### config.mk
export PLATFORM = sky130hd
export DESIGN_NAME = vedic_mul_pipelined
export DESIGN_NICKNAME = d
export VERILOG_FILES = /design/src/rtl/vedic_mul_pipelined.sv
export SDC_FILE = /design/constraint.sdc
export NUM_CORES = 2
export LEC_CHECK = 0
export CORE_MARGIN = 4
export CORE_UTILIZATION = 38
export CTS_BUF_LIST = sky130_fd_sc_hd__clkbuf_8
export CTS_CLUSTER_SIZE = 40
export DETAILED_ROUTE_END_ITERATION = 16
export GPL_TIMING_DRIVEN = 0
export SLEW_MARGIN = 20
export SYNTH_ARGS = -nofsm -noshare
export SYNTH_HDL_FRONTEND = slang
export SYNTH_SLANG_ARGS = --single-unit
export TNS_END_PERCENT = 20
### constraint.sdc
create_clock -name clk -period 18.5 [get_ports clk]
set_clock_uncertainty 0.1 [all_clocks]
set_input_delay 3.7 -clock clk [delete_from_list [all_inputs] [get_ports clk]]
set_output_delay 3.7 -clock clk [all_outputs]
set_load 0.01 [all_outputs]
### src/rtl/vedic_mul_pipelined.sv
// Three-stage pipelined multiplier for the execute lane (RISC-V MUL/MULH/MULHSU/MULHU).
// Operands are sign-conditioned to magnitudes, split into halves, multiplied by four
// half-width vedic (vertically-and-crosswise) multipliers, then recombined and re-signed.
module vedic_mul_pipelined #(
  parameter int unsigned WIDTH = 32,
  parameter int unsigned TAG_W = 5
) (
  input  logic                 clk,
  input  logic                 rst,
  input  logic                 flush,
  input  logic                 in_valid,
  output logic                 in_ready,
  input  logic [1:0]           in_op,
  input  logic [WIDTH-1:0]     in_a,
  input  logic [WIDTH-1:0]     in_b,
  input  logic [TAG_W-1:0]     in_tag,
  output logic                 out_valid,
  input  logic                 out_ready,
  output logic [WIDTH-1:0]     out_result,
  output logic [2*WIDTH-1:0]   out_product,
  output logic [TAG_W-1:0]     out_tag
);

  localparam int unsigned H  = WIDTH / 2;
  localparam int unsigned IW = $clog2(H);

  typedef enum logic [1:0] {
    OP_MUL    = 2'b00,
    OP_MULH   = 2'b01,
    OP_MULHSU = 2'b10,
    OP_MULHU  = 2'b11
  } op_e;

  // Urdhva-tiryagbhyam: each product column k sums the crosswise bit pairs a[i]&b[k-i].
  function automatic logic [WIDTH-1:0] vedic_hmul(input logic [H-1:0] a, input logic [H-1:0] b);
    logic [WIDTH-1:0] acc;
    logic [WIDTH-1:0] col;
    acc = '0;
    for (int unsigned k = 0; k < 2*H-1; k++) begin
      col = '0;
      for (int unsigned i = 0; i < H; i++) begin
        if ((i <= k) && ((k - i) < H))
          col = col + {{(WIDTH-1){1'b0}}, a[IW'(i)] & b[IW'(k - i)]};
      end
      acc = acc + (col << k);
    end
    return acc;
  endfunction

  // Stage 1: conditioned operands
  logic              r_s1_valid;
  op_e               r_s1_op;
  logic [TAG_W-1:0]  r_s1_tag;
  logic              r_s1_neg;
  logic [WIDTH-1:0]  r_s1_mag_a;
  logic [WIDTH-1:0]  r_s1_mag_b;

  // Stage 2: partial products
  logic              r_s2_valid;
  op_e               r_s2_op;
  logic [TAG_W-1:0]  r_s2_tag;
  logic              r_s2_neg;
  logic [WIDTH-1:0]  r_s2_ll;
  logic [WIDTH-1:0]  r_s2_lh;
  logic [WIDTH-1:0]  r_s2_hl;
  logic [WIDTH-1:0]  r_s2_hh;

  // Stage 3: output register
  logic                r_out_valid;
  logic [WIDTH-1:0]    r_out_result;
  logic [2*WIDTH-1:0]  r_out_product;
  logic [TAG_W-1:0]    r_out_tag;

  logic              w_en;
  op_e               w_op;
  logic              w_sign_a;
  logic              w_sign_b;
  logic [WIDTH-1:0]  w_mag_a;
  logic [WIDTH-1:0]  w_mag_b;
  logic [WIDTH-1:0]  w_ll;
  logic [WIDTH-1:0]  w_lh;
  logic [WIDTH-1:0]  w_hl;
  logic [WIDTH-1:0]  w_hh;
  logic [WIDTH:0]    w_mid;
  logic [2*WIDTH-1:0] w_p;
  logic [2*WIDTH-1:0] w_prod;
  logic [WIDTH-1:0]  w_res;

  assign w_en     = !r_out_valid || out_ready;
  assign in_ready = w_en && !flush;
  assign w_op     = op_e'(in_op);

  always_comb begin
    w_sign_a = (w_op != OP_MULHU) && in_a[WIDTH-1];
    w_sign_b = ((w_op == OP_MUL) || (w_op == OP_MULH)) && in_b[WIDTH-1];
    // The most negative value negates to itself, which read unsigned is 2^(W-1).
    w_mag_a  = w_sign_a ? -in_a : in_a;
    w_mag_b  = w_sign_b ? -in_b : in_b;
  end

  always_comb begin
    w_ll = vedic_hmul(r_s1_mag_a[H-1:0],     r_s1_mag_b[H-1:0]);
    w_lh = vedic_hmul(r_s1_mag_a[H-1:0],     r_s1_mag_b[WIDTH-1:H]);
    w_hl = vedic_hmul(r_s1_mag_a[WIDTH-1:H], r_s1_mag_b[H-1:0]);
    w_hh = vedic_hmul(r_s1_mag_a[WIDTH-1:H], r_s1_mag_b[WIDTH-1:H]);
  end

  always_comb begin
    w_mid  = {1'b0, r_s2_lh} + {1'b0, r_s2_hl};
    w_p    = {{WIDTH{1'b0}}, r_s2_ll}
           + {{(H-1){1'b0}}, w_mid, {H{1'b0}}}
           + {r_s2_hh, {WIDTH{1'b0}}};
    w_prod = r_s2_neg ? -w_p : w_p;
    w_res  = (r_s2_op == OP_MUL) ? w_prod[WIDTH-1:0] : w_prod[2*WIDTH-1:WIDTH];
  end

  always_ff @(posedge clk or posedge rst) begin
    if (rst) begin
      r_s1_valid    <= 1'b0;
      r_s1_op       <= OP_MUL;
      r_s1_tag      <= '0;
      r_s1_neg      <= 1'b0;
      r_s1_mag_a    <= '0;
      r_s1_mag_b    <= '0;
      r_s2_valid    <= 1'b0;
      r_s2_op       <= OP_MUL;
      r_s2_tag      <= '0;
      r_s2_neg      <= 1'b0;
      r_s2_ll       <= '0;
      r_s2_lh       <= '0;
      r_s2_hl       <= '0;
      r_s2_hh       <= '0;
      r_out_valid   <= 1'b0;
      r_out_result  <= '0;
      r_out_product <= '0;
      r_out_tag     <= '0;
    end else if (flush) begin
      r_s1_valid  <= 1'b0;
      r_s2_valid  <= 1'b0;
      r_out_valid <= 1'b0;
    end else if (w_en) begin
      r_s1_valid <= in_valid;
      r_s1_op    <= w_op;
      r_s1_tag   <= in_tag;
      r_s1_neg   <= w_sign_a ^ w_sign_b;
      r_s1_mag_a <= w_mag_a;
      r_s1_mag_b <= w_mag_b;

      r_s2_valid <= r_s1_valid;
      r_s2_op    <= r_s1_op;
      r_s2_tag   <= r_s1_tag;
      r_s2_neg   <= r_s1_neg;
      r_s2_ll    <= w_ll;
      r_s2_lh    <= w_lh;
      r_s2_hl    <= w_hl;
      r_s2_hh    <= w_hh;

      r_out_valid <= r_s2_valid;
      // Output data only moves on a real result so a bubble leaves the last result visible.
      if (r_s2_valid) begin
        r_out_result  <= w_res;
        r_out_product <= w_prod;
        r_out_tag     <= r_s2_tag;
      end
    end
  end

  assign out_valid   = r_out_valid;
  assign out_result  = r_out_result;
  assign out_product = r_out_product;
  assign out_tag     = r_out_tag;

endmodule

Word-level counts from Yosys, hierarchy flattened
Index checks and enable logic that the tools add are counted.

storage, ports and cells
  output and inout port bits = 103
  bits of input ports = 76
  logic and storage cells = 2094
  register bits after elaboration = 312

operators by class
  add/sub/neg operators = 1026
  bitwise gates (word level) = 1026
  reduce and logical (&&, ||, !) cells = 12
  multiplexer cells = 10
  eq/ne operators = 2

operators with widths
  cell                     count
  adder 32 x 31 -> 32 bit  56
  AND 1 bit                1024
  adder 7 x 1 -> 8 bit     68
  adder 8 x 1 -> 9 bit     60
  adder 6 x 1 -> 7 bit     76
  adder 9 x 1 -> 10 bit    52
  adder 5 x 1 -> 6 bit     84
  adder 10 x 1 -> 11 bit   44
  adder 4 x 1 -> 5 bit     91
  adder 11 x 1 -> 12 bit   36
  adder 3 x 1 -> 4 bit     99
  adder 12 x 1 -> 13 bit   28
  adder 2 x 1 -> 3 bit     106
  adder 13 x 1 -> 14 bit   20
  adder 1 x 1 -> 2 bit     116
  adder 14 x 1 -> 15 bit   12
  adder 30 x 31 -> 32 bit  4
  adder 32 bit             4
  adder 28 x 29 -> 30 bit  4
  adder 26 x 27 -> 28 bit  4
  adder 24 x 25 -> 26 bit  4
  adder 22 x 23 -> 24 bit  4
  two-way mux 32 bit       3
  adder 20 x 21 -> 22 bit  4
  31 further kinds         73

Longest topological paths before layout
  word-level depth = 32
  mapped depth = 37
  mapped depth without buffers = 34

Worst setup path after synthesis
OpenSTA, ideal clock, no wires.

  path kind = register -> register
  start = register r_s1_mag_b[14]
  end = register r_s2_hl[31]
  setup slack = 9.866 ns
  stages on the path, launching flop included = 33
  arrival = 8.464 ns
  required time = 18.330 ns
  buffers on the path = 1
  library setup time = 0.070 ns
  period minus slack after synthesis = 8.634 ns
  cell sequence = dfrtp_1 clkbuf_1 and2_1 fa_1 inv_1 fa_1 fa_1 inv_1 fa_1 fa_1 inv_1 fa_1 xor2_1 fa_1 inv_1 fa_1 ha_1 inv_1 fa_1 inv_1 ha_1 ha_1 ha_1 a21o_1 a21oi_1 o31ai_1 a21oi_1 o21ai_0 o221a_2 a22oi_1 a21oi_1 or4_1 nand3_1

on the way
  longest elaborated chain between the ends = 32
  elaborated cells between the ends (all ways) = 167
  those cells by class = 151 x add/sub; 16 x bitwise

ends and longest elaborated chain
  what                                                               line    RTL
  from (decl)                                                        56      logic [WIDTH-1:0] r_s1_mag_b;
  from (signal assigned)                                             147     r_s1_mag_b <= w_mag_b;
  AND 1 bit                                                          43      col = col + {{(WIDTH-1){1'b0}}, a[IW'(i)] & b[IW'(k - i)]};
  adder 1 x 1 -> 2 bit                                               43
  adder 2 x 1 -> 3 bit                                               43
  adder 3 x 1 -> 4 bit                                               43
  adder 4 x 1 -> 5 bit                                               43
  adder 5 x 1 -> 6 bit                                               43
  adder 6 x 1 -> 7 bit                                               43
  adder 7 x 1 -> 8 bit                                               43
  [3 not listed]                                                     --
  adder 11 x 1 -> 12 bit                                             43
  adder 12 x 1 -> 13 bit                                             43
  adder 13 x 1 -> 14 bit                                             43
  adder 14 x 1 -> 15 bit                                             43
  adder 28 x 29 -> 30 bit or adder 15 x 1 -> 16 bit (tied branches)  45, 43
  adder 30 x 31 -> 32 bit                                            45      acc = acc + (col << k);
  adder 32 x 31 -> 32 bit (13 in a row)                              45
  adder 32 x 31 -> 32 bit * (2 in a row)                             45
  to (signal assigned)                                               155     r_s2_hl <= w_hl;
  to (decl)                                                          65      logic [WIDTH-1:0] r_s2_hl;

Mark *: on every way between the ends. The rest lies on a longest branch, timed or not.
A chain may end at the register's enable or synchronous reset.

Worst setup path after layout
  start = register r_s1_mag_b[13]
  end = register r_s2_ll[28]

on the way
  longest elaborated chain between the ends = 32
  elaborated cells between the ends (all ways) = 166
  those cells by class = 150 x add/sub; 16 x bitwise

ends and longest elaborated chain
  what                                                               line    RTL
  AND 1 bit                                                          43
  adder 1 x 1 -> 2 bit                                               43
  adder 2 x 1 -> 3 bit                                               43
  adder 3 x 1 -> 4 bit                                               43
  adder 4 x 1 -> 5 bit                                               43
  adder 5 x 1 -> 6 bit                                               43
  adder 6 x 1 -> 7 bit                                               43
  adder 7 x 1 -> 8 bit                                               43
  [3 not listed]                                                     --
  adder 11 x 1 -> 12 bit                                             43
  adder 12 x 1 -> 13 bit                                             43
  adder 13 x 1 -> 14 bit                                             43
  adder 26 x 27 -> 28 bit or adder 14 x 1 -> 15 bit (tied branches)  45, 43
  adder 28 x 29 -> 30 bit                                            45
  adder 30 x 31 -> 32 bit                                            45
  adder 32 x 31 -> 32 bit (12 in a row)                              45
  adder 32 x 31 -> 32 bit * (3 in a row)                             45
  to (signal assigned)                                               153     r_s2_ll <= w_ll;
  to (decl)                                                          63      logic [WIDTH-1:0] r_s2_ll;

Marks and branches as above.

==> flow_summary.ini <==
[place]
dpl-instance-area_mm2 = 0.0616
port_buffers = 178
place.detailed.hpwl_um = 170000
gp_congestion = 1.01
post-place-ws_ps = 7470

[cells_and_area]
final_nets = 8450
finish.utilization_pct = 42.1
final_area_mm2 = 0.0630
drive_gt1_share_pct = 2.23
areaGrowthSynthToFinish_pct = 10.1

[critical_path]
worst-setup-path-type = flop to flop
crit_required_ps = 18960
cp_max_fo = 10
critPathCaptureType = flop
slowest_delay_ps = 940
ff2ff_setup_slack_ps = 7330
crit_path_start_kind = flop
rr_startpoint = r_s1_mag_b[13]$_DFFE_PP0P_
worstReg2RegEnd = r_s2_ll[28]$_DFFE_PP0P_
reg2regPathDepth = 32
arrival_ps = 11630
cp_slowest_cell = clkbuf_1
crit_top_cell = fa_1

[clocking]
cts_max_level = 2
numCtsBuffers = 60
post_cts_resized = 0
cts_root_buffer = clkbuf_8
cts.sinks = 312
hold_buffers = 0
clockBufferDepth = 3
cts_tree = built
worstSkewPairLatency_ps = 780
cts_setup_buffers = 0
path_clk_slew_ps = 70

[floorplanning]
die_y_um = 396
die_x_um = 396
start_util_pct = 38.2
core_area_mm2 = 0.150
dieArea_mm2 = 0.157
ios = 179
num_rows = 142

[job]
drv_cap = 0

[sta]
finalHoldViolCount = 0
setup_viol = 0
tightest_slew_ps = 1260
max_clock_freq_mhz = 89.5
rsz0062_at_grt = no
fin_crit_sh_pct = 60.4
setup_tns_ps = 0
setup_ws_ps = 7330
drv_slew = 0
period_needed_ps = 11170
slew_headroom_pct = 16.0

[global_route]
grt_pass1_vias = 48100
antenna_found_initial = 16
grtUsageTotal_pct = 26.4
grt_overflow = 0
grt_pass1_wl_um = 309000
grt_max_degree = 102

[routing]
drtPass1Iterations = 6
drtAntennaViolNets = 0
num_vias = 47000
vias_per_cell = 5.31
drcViolationCount = 0
drt_iter0_markers = 3652
wirelength_um = 208000
wl_per_cell_um = 23.5

[synthesis]
syn_nets = 8206
synth-seq-area-share_pct = 13.6
synth_edf_count = 0
avgSynthCellArea_um2 = 8.76
synth.cell_area_mm2 = 0.0572
postSynthCellCount = 6530
synth-seq-cells = 312
synth_cell_type_count = 79
synth_ff_type = dfrtp_1
ys_warn_count = 0
synth_async_sr_flop_share_pct = 100

[worst_hold_path]
hold_depth = 2
hp-class = flop to flop
worstHoldEndpoint = r_s2_op[0]$_DFFE_PP0P_
worstHoldStart = r_s1_op[0]$_DFFE_PP0P_

[status]
status = finished clean
==> synthesized netlist by cell type (141+ instances only) <==
| master | n | area, um2 |
|---|---|---|
| fa_1 | 767 | 15400 |
| xnor2_1 | 165 | 1450 |
| nand2_1 | 1023 | 3840 |
| a21oi_1 | 188 | 941 |
| inv_1 | 1054 | 3960 |
| clkbuf_1 | 289 | 1080 |
| nor2_1 | 141 | 529 |
| and2_1 | 543 | 3400 |
| o21ai_0 | 302 | 1510 |
| dfrtp_1 | 312 | 7810 |
| ha_1 | 833 | 10400 |
| xor2_1 | 183 | 1600 |
==> area by class of cell <==
class / instances / area, um2
Antenna cell: 11 / 27.5
Buffer: 303 / 1170
Clock buffer: 69 / 950
Clock inverter: 38 / 379
Fill cell: 15000 / 86800
Inverter: 1055 / 3970
Multi-Input combinational cell: 4860 / 44300
Sequential cell: 312 / 7810
Tap cell: 2016 / 2520
Timing Repair Buffer: 182 / 1870
==> layout by cell type, fill, tap and decap left out, types with 12 or more instances in the layout <==
cell	synthesis	layout
clkbuf_8	0	69
nor3_1	41	40
a31oi_1	25	25
ha_1	833	833
nor2_1	141	141
dfrtp_1	312	312
or4_1	18	18
o21bai_1	23	23
xnor2_1	165	165
nand3_1	42	42
inv_1	1054	1069
o21a_1	33	33
o31ai_1	44	44
o21ai_0	302	302
fa_1	767	767
nand2b_1	34	34
a21oi_1	188	188
a21o_1	122	122
nor4_1	13	12
and3_1	16	16
and2_1	543	543
nor2b_1	44	44
xor2_1	183	183
o41ai_1	19	19
o221ai_1	13	13
nand4_1	18	18
clkdlybuf4s50_1	0	178
o211ai_1	18	18
clkbuf_1	289	280
or3_1	16	16
or2_2	14	14
a211oi_1	22	22
nand2_1	1023	1023
==> layer usage <==
layer	GRT usage [%]	part of all wire (%)
met1	34.6	41
met2	40.1	42
met3	6.57	9.9
met4	14.0	6.7
met5	0.462	0.077
==> cell families after synthesis <==
| group | share of synthesized area, % |
|---|---|
| AO/OA/AOI/OAI | 10.0 |
| XOR/XNOR | 5.33 |
| flip-flops | 13.6 |
| adder cells (fa/ha/maj) | 45.1 |
| buffers and inverters | 8.95 |
| AND/OR/NAND/NOR | 16.7 |
| multiplexers | 0.295 |
==> critical path: cells and delay by family, from the launching register on <==
kind            cells  cell delay (ps)
buf+inv             6             1250
fa+ha+maj          13             5630
xor+xnor            2              940
simple gates        3              450
compound gates      8             1910
flops               1              650
==> registers in the layout, summed over array words and instances, names as in the netlist, 2 cells and up <==
| name | cells |
|---|---|
| r_s1_mag_a | 32 |
| r_s1_mag_b | 32 |
| r_s2_hl | 32 |
| out_result | 32 |
| r_s2_hh | 32 |
| r_s2_tag | 5 |
| r_s1_op | 2 |
| r_s2_lh | 32 |
| r_s2_ll | 32 |
| r_s1_tag | 5 |
| out_product | 64 |
| out_tag | 5 |
| r_s2_op | 2 |
==> through the flow <==
stage	hold WS (ps)	std cells
floorplan	339	6530
CTS	372	8835
detailed placement	354	8728
global placement	346	8724
global route	386	8837
finish	370	8846
==> worst max path at each step <==
stage                                          start                          to  slack (ps)
after global placement                           rst     r_s1_tag[0]$_DFFE_PP0P_        1400
after global routing      r_s1_mag_b[13]$_DFFE_PP0P_     r_s2_ll[28]$_DFFE_PP0P_        6970
after floorplan                                  rst  out_product[0]$_DFFE_PP0P_        6070
after CTS                 r_s1_mag_b[13]$_DFFE_PP0P_     r_s2_ll[29]$_DFFE_PP0P_        7370
after detailed placement  r_s1_mag_b[13]$_DFFE_PP0P_     r_s2_ll[29]$_DFFE_PP0P_        7470
final                     r_s1_mag_b[13]$_DFFE_PP0P_     r_s2_ll[28]$_DFFE_PP0P_        7330
Power is left out: the tool's default activity adds up to more than one toggle a clock period on the data nets, which glitch-free logic cannot reach.
